==> config.mk <==
export PLATFORM = sky130hd
export DESIGN_NAME = sipo_deserializer_flat
export DESIGN_NICKNAME = d
export VERILOG_FILES = /design/src/rtl/sipo_deserializer_if.sv /design/src/rtl/sipo_deserializer.sv /design/src/flat_wrapper.sv
export SDC_FILE = /design/constraint.sdc
export NUM_CORES = 1
export LEC_CHECK = 0
export ABC_AREA = 1
export BUFFER_PORTS_ARGS = -buffer_cell sky130_fd_sc_hd__buf_2
export CAP_MARGIN = 20
export CORE_UTILIZATION = 45
export CTS_BUF_LIST = sky130_fd_sc_hd__clkbuf_8 sky130_fd_sc_hd__clkbuf_16
export CTS_CLUSTER_DIAMETER = 200
export DETAILED_ROUTE_END_ITERATION = 8
export PLACE_DENSITY = 0.65
export SLEW_MARGIN = 30
export SYNTH_ARGS = -nofsm -noshare
export SYNTH_HDL_FRONTEND = slang
export SYNTH_SLANG_ARGS = --single-unit
==> constraint.sdc <==
create_clock -name clk -period 2.3 [get_ports clk]
set_input_delay 0.345 -clock clk [delete_from_list [all_inputs] [get_ports clk]]
set_output_delay 0.345 -clock clk [all_outputs]
set_load 0.02 [all_outputs]
==> src/rtl/sipo_deserializer_if.sv <==
// Serial-bit input and parallel-word output bundle for sipo_deserializer.
// The master drives the bit stream and out_ready; the slave is the deserializer.
interface sipo_deserializer_if #(parameter int WIDTH = 8);
    logic             s_in;
    logic             s_valid;
    logic             s_start;
    logic [WIDTH-1:0] out_data;
    logic             out_valid;
    logic             out_ready;
    logic             overrun;
    logic             parity_err;

    modport master (
        output s_in, s_valid, s_start, out_ready,
        input  out_data, out_valid, overrun, parity_err
    );

    modport slave (
        input  s_in, s_valid, s_start, out_ready,
        output out_data, out_valid, overrun, parity_err
    );
endinterface

==> src/rtl/sipo_deserializer.sv <==
// Serial-in parallel-out word receiver: assembles WIDTH-bit words LSB first behind a valid/ready slot.
// Optional even-parity bit after each word is compiled in with `define SIPO_PARITY_EN.
module sipo_deserializer #(
    parameter int WIDTH = 8
) (
    input logic                clk,
    input logic                reset,
    sipo_deserializer_if.slave bus
);
    localparam logic [4:0] LAST = 5'(WIDTH - 1);

    typedef enum logic [1:0] {
        IDLE  = 2'd0,
`ifdef SIPO_PARITY_EN
        PAR   = 2'd2,
`endif
        SHIFT = 2'd1
    } state_t;

    state_t           state_q, state_d;
    logic [4:0]       count_q, count_d;
    logic [WIDTH-1:0] sh_q, sh_d;
    logic [WIDTH-1:0] data_q, data_d;
    logic             valid_q, valid_d;
    logic             overrun_q, overrun_d;
    logic             perr_q, perr_d;

    logic [WIDTH-1:0] shifted;
    logic             done;
    logic [WIDTH-1:0] doneWord;
    logic             donePerr;

    generate
        if (WIDTH == 1) begin : gNarrow
            assign shifted = bus.s_in;
        end else begin : gWide
            assign shifted = {bus.s_in, sh_q[WIDTH-1:1]};
        end
    endgenerate

    // A start bit always begins a new word, discarding any partial one.
    always_comb begin
        state_d  = state_q;
        count_d  = count_q;
        sh_d     = sh_q;
        done     = 1'b0;
        doneWord = shifted;
        donePerr = 1'b0;
        if (bus.s_valid) begin
            if (bus.s_start) begin
                sh_d    = shifted;
                count_d = 5'd1;
                if (WIDTH == 1) begin
                    count_d = 5'd0;
`ifdef SIPO_PARITY_EN
                    state_d = PAR;
`else
                    done    = 1'b1;
                    state_d = IDLE;
`endif
                end else begin
                    state_d = SHIFT;
                end
            end else begin
                case (state_q)
                    SHIFT: begin
                        sh_d    = shifted;
                        count_d = count_q + 5'd1;
                        if (count_q == LAST) begin
                            count_d = 5'd0;
`ifdef SIPO_PARITY_EN
                            state_d = PAR;
`else
                            done    = 1'b1;
                            state_d = IDLE;
`endif
                        end
                    end
`ifdef SIPO_PARITY_EN
                    PAR: begin
                        done     = 1'b1;
                        doneWord = sh_q;
                        donePerr = (^sh_q) ^ bus.s_in;
                        state_d  = IDLE;
                    end
`endif
                    default: ;
                endcase
            end
        end
    end

    // The slot accepts a new word if empty or being drained on the same edge.
    always_comb begin
        data_d    = data_q;
        valid_d   = valid_q;
        overrun_d = overrun_q;
        perr_d    = perr_q;
        if (done) begin
            if (!valid_q || bus.out_ready) begin
                data_d  = doneWord;
                perr_d  = donePerr;
                valid_d = 1'b1;
            end else begin
                overrun_d = 1'b1;
            end
        end else if (valid_q && bus.out_ready) begin
            valid_d = 1'b0;
        end
    end

    always_ff @(posedge clk) begin
        if (reset) begin
            state_q   <= IDLE;
            count_q   <= 5'd0;
            sh_q      <= '0;
            data_q    <= '0;
            valid_q   <= 1'b0;
            overrun_q <= 1'b0;
            perr_q    <= 1'b0;
        end else begin
            state_q   <= state_d;
            count_q   <= count_d;
            sh_q      <= sh_d;
            data_q    <= data_d;
            valid_q   <= valid_d;
            overrun_q <= overrun_d;
            perr_q    <= perr_d;
        end
    end

    assign bus.out_data   = data_q;
    assign bus.out_valid  = valid_q;
    assign bus.overrun    = overrun_q;
    assign bus.parity_err = perr_q;
endmodule

==> src/flat_wrapper.sv <==
// flat-port wrapper written by rule: the top's interface ports become plain ports
module sipo_deserializer_flat 
#(
    parameter int WIDTH = 8
)
  (clk, reset, bus_s_in, bus_s_valid, bus_s_start, bus_out_ready, bus_out_data, bus_out_valid, bus_overrun, bus_parity_err);
  sipo_deserializer_if #(.WIDTH(WIDTH)) bus_i ();
  input logic clk;
  input logic reset;
  input wire logic [$bits(bus_i.s_in)-1:0] bus_s_in;
  input wire logic [$bits(bus_i.s_valid)-1:0] bus_s_valid;
  input wire logic [$bits(bus_i.s_start)-1:0] bus_s_start;
  input wire logic [$bits(bus_i.out_ready)-1:0] bus_out_ready;
  output wire logic [$bits(bus_i.out_data)-1:0] bus_out_data;
  output wire logic [$bits(bus_i.out_valid)-1:0] bus_out_valid;
  output wire logic [$bits(bus_i.overrun)-1:0] bus_overrun;
  output wire logic [$bits(bus_i.parity_err)-1:0] bus_parity_err;
  assign bus_i.s_in = bus_s_in;
  assign bus_i.s_valid = bus_s_valid;
  assign bus_i.s_start = bus_s_start;
  assign bus_i.out_ready = bus_out_ready;
  assign bus_out_data = bus_i.out_data;
  assign bus_out_valid = bus_i.out_valid;
  assign bus_overrun = bus_i.overrun;
  assign bus_parity_err = bus_i.parity_err;
  sipo_deserializer #(.WIDTH(WIDTH)) u_core (.clk(clk), .reset(reset), .bus(bus_i));
endmodule
==> results.py, run 1 <==
metrics = {
    "detailed_routing": {
        "via_per_inst": 4.47,
        "drt-total-wl_um": 1830,
        "drt_iter0_drc": 6,
        "vias": 880,
        "dr.pass1.iters": 4,
        "wire_per_inst_um": 9.31,
        "drc_errors": 0,
        "ant_nets": 0,
    },
    "floorplanning": {
        "initial_utilization": 0.493,
        "core_area_sq_um": 2280,
        "die_h_um": 51.9,
        "fp-row-count": 17,
        "die_area_sq_um": 2700,
        "io_pins": 17,
        "die_x_um": 51.9,
    },
    "clocking": {
        "h-tree-depth": 1,
        "cts.reportedPaths.clkPinSlew_ns": 0.09,
        "worstSkewPairLatency_ns": 0.27,
        "cts_buffers": 3,
        "cts_setup_buffers": 0,
        "cts_sinks": 23,
        "holdBufCountCts": 0,
        "cts_tree": "built",
        "cts_root_buffer": "clkbuf_8",
        "ctsResizeCount": 0,
        "clk_path_buf_depth": 2,
    },
    "sta": {
        "relSlewSlack": 0.640,
        "fin_crit_ns": 1.52,
        "finalCritPeriodShare": 0.662,
        "hold_viol": 0,
        "rsz0062_at_grt": "no",
        "finClkSkew_ns": 0.0138,
        "worst_pin_slew_ns": 0.539,
        "fin_tns_setup_ns": 0,
        "fmax_ghz": 0.656,
        "setup_ws_ns": 0.776,
        "setup_viol": 0,
        "finalMaxSlewViolations": 0,
        "holdWs_ns": 0.267,
    },
    "worst_setup_path": {
        "crit_end": "u_core.bus.out_data[1]$_SDFFE_PP0P_",
        "crit_required_ns": 2.51,
        "worstSetupEndpointType": "flip-flop",
        "r2r_end": "u_core.bus.out_data[1]$_SDFFE_PP0P_",
        "rrSetupSlack_ns": 0.78,
        "worstSetupStartpointType": "flip-flop",
        "startpoint": "u_core.count_q[0]$_SDFFE_PP0P_",
        "r2r-start": "u_core.count_q[0]$_SDFFE_PP0P_",
        "crit_fanout": 12,
        "reg2reg_depth": 7,
        "arrival_ns": 1.74,
        "crit_type": "flip-flop to flip-flop",
    },
    "placement": {
        "post-dp-hpwl_um": 1380,
        "portBuffers": 15,
        "gp_congestion": 0.772,
        "pre_cts_slack_ns": 0.745,
    },
    "synth": {
        "ys_ff_latch": 23,
        "synth_area_sq_um": 1120,
        "ys_seq_area_frac": 0.410,
        "avgSynthCellArea_sq_um": 7.19,
        "synth_top_area_cell": "dfxtp_1",
        "synth_area_leaders": "dfxtp_1, inv_1, nand2_1",
        "synthDistinctLibCells": 24,
        "yosys_warnings": 0,
        "syn-num-nets": 163,
        "synth_cells": 156,
        "synth_top_area_share": 0.410,
    },
    "power_and_ir_drop": {
        "finalPower_uw": 740,
        "p_leak_nw": 0.610,
        "ir_drop_mv": 0.465,
        "pwr_density_cell_nw_per_um2": 603,
    },
    "grt": {
        "grt_overflow": 0,
        "grt_pass1_wl_um": 3310,
        "antenna_found_initial": 0,
        "grt_use_total": 0.166,
        "grt_start_max_net_pins": 19,
        "grt_pass1_vias": 807,
    },
    "finish": {
        "fin_nets": 177,
        "multi_input_area_sq_um": 473,
        "nFillCells": 247,
        "post_route_cells_drive_above_1_share": 0.201,
        "diodes": 0,
        "regArea_sq_um": 460,
        "area_growth_pct": 9.36,
    },
    "min_path": {
        "hold_path.class": "primary input to flip-flop",
    },
    "flow_run": {
        "cap_violations": 0,
    },
    "outcome": {
        "outcome": "finished, final reports clean",
    },
}
metal layers:
layer  vias to the layer above  wire length (um)  GRT usage
li1                        495                 -          -
met2                        12               804      0.269
met5                         -                 0          0
met3                         2                63     0.0614
met1                       371               950      0.205
met4                         0                14     0.0405
stage by stage:
step | instances | cell area (sq um) | utilization
after floorplan | 156 | 1120 | -
after global placement | 193 | 1180 | 0.519
after detailed placement | 193 | 1180 | 0.519
after CTS | 197 | 1230 | 0.539
after global routing | 197 | 1230 | 0.539
final | 197 | 1230 | 0.539
synth_stat cells (all sizes together):
cell type / instances
a21oi: 12
buf: 6
conb: 1
dfxtp: 23
ha: 1
inv: 36
nand2: 38
nand3: 3
nand3b: 1
nand4: 8
nor2: 16
o21ai: 10
or2: 1
layout make-up:
class,instances,area share
Clock buffer,3,0.0336
Multi-Input combinational cell,91,0.385
Tap cell,28,0.0285
Sequential cell,23,0.375
Clock inverter,1,0.00408
Timing Repair Buffer,15,0.0612
Inverter,36,0.112
state kept, by name, indices dropped and copies added (netlist names):
register,count
u_core.bus.out_data,8
u_core.sh_q,7
u_core.count_q,5
u_core.bus.out_valid,1
u_core.bus.overrun,1
u_core.state_q,1
worst max-delay path, cell delays in order, from the launching register on:
cell and delay [ns]:
dfxtp_1 0.36, ha_1 0.19, nand2_2 0.07, nor2_2 0.44, nand3_4 0.19, nand2_1 0.10
inv_1 0.04, nor2_1 0.10
kinds of logic after synthesis:
logic type | after synthesis | share of synthesized area
other cells | 1 | 0.00334
compound gates | 22 | 0.111
fa+ha+maj | 1 | 0.0111
flops | 23 | 0.410
buf+inv | 42 | 0.168
simple gates | 67 | 0.295
report_power, final:
group	switching [mW]	internal (mW)
registers	0.00758	0.413
clock network	0.131	0.121
logic	0.0446	0.0229
total	0.183	0.556
layout by cell type (no fill, tap or decap), types with 3 or more instances in the layout:
cell type / instances
dfxtp_1: 23
o21ai_2: 3
nor2_1: 14
o21ai_0: 7
a21oi_1: 11
nand2_1: 34
buf_2: 15
nand4_1: 8
nand2_2: 3
inv_1: 34
clkbuf_8: 3
worst min path at each step:
stage / end / startpoint / depth (start not counted)
after floorplan: u_core.bus.overrun$_SDFFE_PP0P_ / reset / 1
after global placement: u_core.sh_q[1]$_SDFFE_PP0P_ / u_core.sh_q[1]$_SDFFE_PP0P_ / 2
after detailed placement: u_core.sh_q[1]$_SDFFE_PP0P_ / u_core.sh_q[1]$_SDFFE_PP0P_ / 2
after CTS: u_core.bus.overrun$_SDFFE_PP0P_ / reset / 2
after global routing: u_core.bus.overrun$_SDFFE_PP0P_ / reset / 2
final: u_core.bus.overrun$_SDFFE_PP0P_ / reset / 2
No activity file was read; power rests on OpenSTA's default activity.
==> run 2, diff against run 1 <==
PLACE_DENSITY = 0.68   (was 0.65)
clock period = 1.3 ns   (was 2.3 ns; I/O delays follow)
==> results.py, run 2 (synthesis gave the netlist of run 1 again) <==
metrics = {
    "outcome": {
        "outcome": "finished, final reports clean",
    },
    "floorplanning": {
        "die_h_um": 51.9,
        "die_area_sq_um": 2700,
        "initial_utilization": 0.493,
        "die_x_um": 51.9,
        "core_area_sq_um": 2280,
        "fp-row-count": 17,
        "io_pins": 17,
    },
    "finish": {
        "regArea_sq_um": 462,
        "diodes": 0,
        "finalNonFillerCells": 203,
        "layout_common_cells": "inv_1, nand2_1, dfxtp_1",
        "area_growth_pct": 15.5,
        "multi_input_area_sq_um": 480,
        "largest_reg_flops": 8,
        "fin_nets": 183,
        "nFillCells": 233,
        "post_route_cells_drive_above_1_share": 0.234,
        "final_common_cell": "inv_1",
    },
    "sta": {
        "setup_viol": 0,
        "fmax_ghz": 0.831,
        "finClkSkew_ns": 0.00462,
        "finalMaxSlewViolations": 0,
        "hold_viol": 0,
        "fin_crit_ns": 1.20,
        "holdWs_ns": 0.122,
        "finalCritPeriodShare": 0.926,
    },
    "power_and_ir_drop": {
        "ir_drop_mv": 0.754,
        "p_leak_nw": 0.646,
        "finalPower_mw": 1.32,
        "clkPwrFrac": 0.334,
        "power_frac_seq": 0.565,
        "swShare": 0.247,
        "p_int_uw": 992,
        "pwr_density_cell_nw_per_um2": 1020,
        "p_sw_uw": 325,
        "p_comb_frac": 0.102,
    },
    "flow_run": {
        "cap_violations": 0,
    },
    "clocking": {
        "cts.reportedPaths.clkPinSlew_ns": 0.08,
        "holdBufCountCts": 0,
        "worstSkewPairLatency_ns": 0.27,
        "clk_path_buf_depth": 2,
        "cts_tree": "built",
        "h-tree-depth": 1,
        "cts_root_buffer": "clkbuf_8",
        "cts_buffers": 3,
        "cts_sinks": 23,
    },
    "grt": {
        "antenna_found_initial": 0,
        "grt_pass1_vias": 840,
        "grt_overflow": 0,
        "grt_pass1_wl_um": 3460,
        "grt_start_max_net_pins": 16,
        "grt_use_total": 0.181,
    },
    "worst_setup_path": {
        "arrival_ns": 1.37,
        "rrSetupSlack_ns": 0.1,
        "crit_fanout": 8,
        "crit_required_ns": 1.47,
        "crit_type": "flip-flop to flip-flop",
        "worstSetupEndpointType": "flip-flop",
        "worstSetupStartpointType": "flip-flop",
    },
    "detailed_routing": {
        "drc_errors": 0,
        "ant_nets": 0,
        "drt_iter0_drc": 23,
        "via_per_inst": 4.65,
        "dr.pass1.iters": 4,
        "drt-total-wl_um": 2090,
        "vias": 943,
        "wire_per_inst_um": 10.3,
    },
    "placement": {
        "gp_congestion": 0.819,
        "portBuffers": 15,
        "post-dp-hpwl_um": 1470,
        "place_inst": 197,
    },
    "min_path": {
        "hold_path.class": "primary input to flip-flop",
    },
}
run 2: per-stage QoR:
| stage | setup WS, ns | TNS, ns | util | cell area (sq um) |
|---|---|---|---|---|
| 3_5_place_dp | -0.00814 | -0.0119 | 0.532 | 1210 |
| 3_3_place_gp | 0.0536 | 0 | 0.532 | 1210 |
| 2_1_floorplan | 0.121 | 0 | - | 1120 |
| 4_1_cts | 0.0208 | 0 | 0.554 | 1260 |
| 5_1_grt | -0.000436 | -0.000436 | 0.570 | 1300 |
| 6_report | 0.0963 | 0 | 0.570 | 1300 |
run 2: what timing repair did:
action | 4_1_cts | 5_1_grt
pin swaps | 0 | 2
setup endpoints to repair | 8 | 9
gates resized for setup | 1 | 3
buffers inserted | 0 | 2
run 2: final cells by class:
| type | count | share of cell area |
|---|---|---|
| Sequential cell | 23 | 0.356 |
| Tap cell | 28 | 0.0270 |
| Clock buffer | 3 | 0.0319 |
| Multi-Input combinational cell | 91 | 0.371 |
| Inverter | 36 | 0.106 |
| Clock inverter | 1 | 0.00290 |
| Timing Repair Buffer | 21 | 0.105 |
run 2: path summary, 6_finish.rpt:
| kind | startpoint | endpoint | cells past startpoint |
|---|---|---|---|
| max | u_core.count_q[1]$_SDFFE_PP0P_ | u_core.bus.out_data[6]$_SDFFE_PP0P_ | 7 |
| min | reset | u_core.bus.overrun$_SDFFE_PP0P_ | 2 |
| max reg2reg | u_core.count_q[1]$_SDFFE_PP0P_ | u_core.bus.out_data[6]$_SDFFE_PP0P_ | 7 |
| min reg2reg | u_core.bus.overrun$_SDFFE_PP0P_ | u_core.bus.overrun$_SDFFE_PP0P_ | 2 |
run 2: critical path: stages, from the launching register on:
cell	delay, ns
dfxtp_2	0.35
ha_2	0.19
nand2_2	0.08
nor2_4	0.13
buf_6	0.14
nand4_1	0.08
nand2_1	0.09
nor2_1	0.04
run 2: routing by layer:
metal / vias up / routed length, um / global-route usage
met2: 12 / 977 / 0.327
met4: 0 / 43 / 0.0946
met5: - / 0 / 0
met1: 417 / 1000 / 0.179
met3: 4 / 71 / 0.0614
li1: 510 / - / -
run 2: power by group through the flow:
stage / logic, mW / clock network, mW / registers (mW)
after floorplan: 0.100 / 0 / 0.757
after global placement: 0.123 / 0 / 0.759
after detailed placement: 0.127 / 0 / 0.759
after CTS: 0.128 / 0.458 / 0.743
after global routing: 0.149 / 0.485 / 0.747
final: 0.134 / 0.439 / 0.744
==> run 3, diff against run 2 <==
PLACE_DENSITY = 0.79   (was 0.68)
REMOVE_ABC_BUFFERS = 1   (was not set)
==> results.py, run 3 (synthesis gave the netlist of run 1 again) <==
metrics = {
    "sta": {
        "finalMaxSlewViolations": 0,
        "finalCritPeriodShare": 0.946,
        "rsz0062_at_grt": "no",
        "hold_viol": 0,
        "fin_crit_ns": 1.23,
        "setup_ws_ns": 0.0706,
        "finClkSkew_ns": 0.00262,
        "setup_viol": 0,
        "fmax_ghz": 0.813,
        "fin_tns_setup_ns": 0,
    },
    "finish": {
        "nFillCells": 200,
        "layout_common_cells": "inv_1, nand2_1, dfxtp_1",
        "fin_nets": 186,
        "diodes": 0,
        "final_common_cell": "inv_1",
        "finalInstanceArea_sq_um": 1350,
        "post_route_cells_drive_above_1_share": 0.292,
        "largest_reg_flops": 8,
        "post-route-util": 0.593,
        "area_growth_pct": 20.2,
    },
    "detailed_routing": {
        "vias": 964,
        "drt_iter0_drc": 14,
        "ant_nets": 0,
        "via_per_inst": 4.68,
        "drc_errors": 0,
        "drt-total-wl_um": 2070,
        "dr.pass1.iters": 4,
        "wire_per_inst_um": 10.0,
    },
    "grt": {
        "use_met2": 0.286,
        "grt_overflow": 0,
        "grt_use_total": 0.176,
        "grt_pass1_vias": 861,
        "grt_start_max_net_pins": 16,
        "grtUsageMet3": 0.0439,
        "top_usage_layer": "met2",
        "antenna_found_initial": 0,
        "grt_pass1_wl_um": 3480,
        "met1_usage": 0.209,
    },
    "worst_setup_path": {
        "worst_path_max_delay_cell": "dfxtp_4",
        "crit_required_ns": 1.46,
        "crit_type": "flip-flop to flip-flop",
        "critPathTopFamily": "simple AND/OR/NAND/NOR gates",
        "worstSetupEndpointType": "flip-flop",
        "critPathMaxStageDelay_ns": 0.37,
        "arrival_ns": 1.39,
        "path_cells": "ha_4 -> nand2_4 -> nor2_4 -> buf_12 -> buf_4 -> nand4_1 -> nand2_1 -> nor2_2",
        "worstSetupStartpointType": "flip-flop",
        "crit_fanout": 8,
        "critPathBufInv": 2,
        "rrSetupSlack_ns": 0.07,
    },
    "power_and_ir_drop": {
        "pwr_density_cell_nw_per_um2": 974,
        "finalPower_mw": 1.31,
        "p_leak_nw": 0.676,
        "ir_drop_mv": 0.641,
    },
    "placement": {
        "gp_congestion": 0.832,
        "pre_cts_slack_ns": 0.00763,
        "dpl_cell_area_sq_um": 1220,
        "portBuffers": 15,
        "post-dp-hpwl_um": 1450,
    },
    "clocking": {
        "cts_root_buffer": "clkbuf_8",
        "worstSkewPairLatency_ns": 0.26,
        "cts_tree": "built",
        "cts.reportedPaths.clkPinSlew_ns": 0.08,
        "clk_path_buf_depth": 2,
        "cts_buffers": 3,
        "h-tree-depth": 1,
        "cts_sinks": 23,
    },
    "floorplanning": {
        "core_area_sq_um": 2280,
        "initial_utilization": 0.493,
        "io_pins": 17,
        "fp-row-count": 17,
        "die_area_sq_um": 2700,
        "die_h_um": 51.9,
        "die_x_um": 51.9,
    },
    "flow_run": {
        "cap_violations": 0,
    },
    "min_path": {
        "hold_path.class": "primary input to flip-flop",
    },
    "outcome": {
        "outcome": "finished, final reports clean",
    },
}
## run 3: cell count changes in the layout (fill, tap and decap cells not counted)
cell     delta
ha_4        +1
nand2_2     +4
nand2_1     -5
nor2_2      +1
nand2_4     +1
dfxtp_4     +1
inv_2       +1
ha_2        -1
inv_1       -1
buf_4       +4
buf_6       -1
dfxtp_1     -1
nor2_1      -1
## run 3: through the flow
step / std cells / hold slack [ns]
global route: 206 / 0.127
CTS: 200 / 0.128
global placement: 196 / 0.400
finish: 206 / 0.134
floorplan: 150 / 0.257
detailed placement: 196 / 0.408
## run 3: worst paths after layout
kind                                        from                                  end  cells after the start
setup / recovery  u_core.count_q[1]$_SDFFE_PP0P_  u_core.bus.out_data[6]$_SDFFE_PP0P_                      8
setup reg to reg  u_core.count_q[1]$_SDFFE_PP0P_  u_core.bus.out_data[6]$_SDFFE_PP0P_                      8
hold / removal                             reset      u_core.bus.overrun$_SDFFE_PP0P_                      2
hold reg to reg      u_core.sh_q[1]$_SDFFE_PP0P_          u_core.sh_q[1]$_SDFFE_PP0P_                      2
## run 3: timing repair
item | CTS | global route
endpoints found under the setup margin | 7 | 8
setup buffers | 0 | 6
pin swaps | 0 | 5
resized for setup | 5 | 9
hold buffers | 0 | 0
## run 3: where the power goes
part	leakage (nW)	internal, mW	switching (mW)	total (mW)
combinational	0.461	0.0509	0.0822	0.133
sequential	0.188	0.730	0.0164	0.747
clock	0.0269	0.211	0.223	0.433
total	0.676	0.992	0.321	1.31
## run 3: layout make-up
type	instances	area, sq um	area share
clock buffer	3	41.3	0.0306
clock inverter	1	3.75	0.00278
inverter	36	138	0.102
multi-input combinational	91	510	0.378
sequential	23	465	0.345
tap	28	35.0	0.0260
timing repair buffer	24	155	0.115
## run 3: metal layers
layer / vias up / routed length, um
li1: 513 / -
met2: 13 / 1030
met1: 434 / 959
met4: 0 / 32
met3: 4 / 47
met5: - / 0
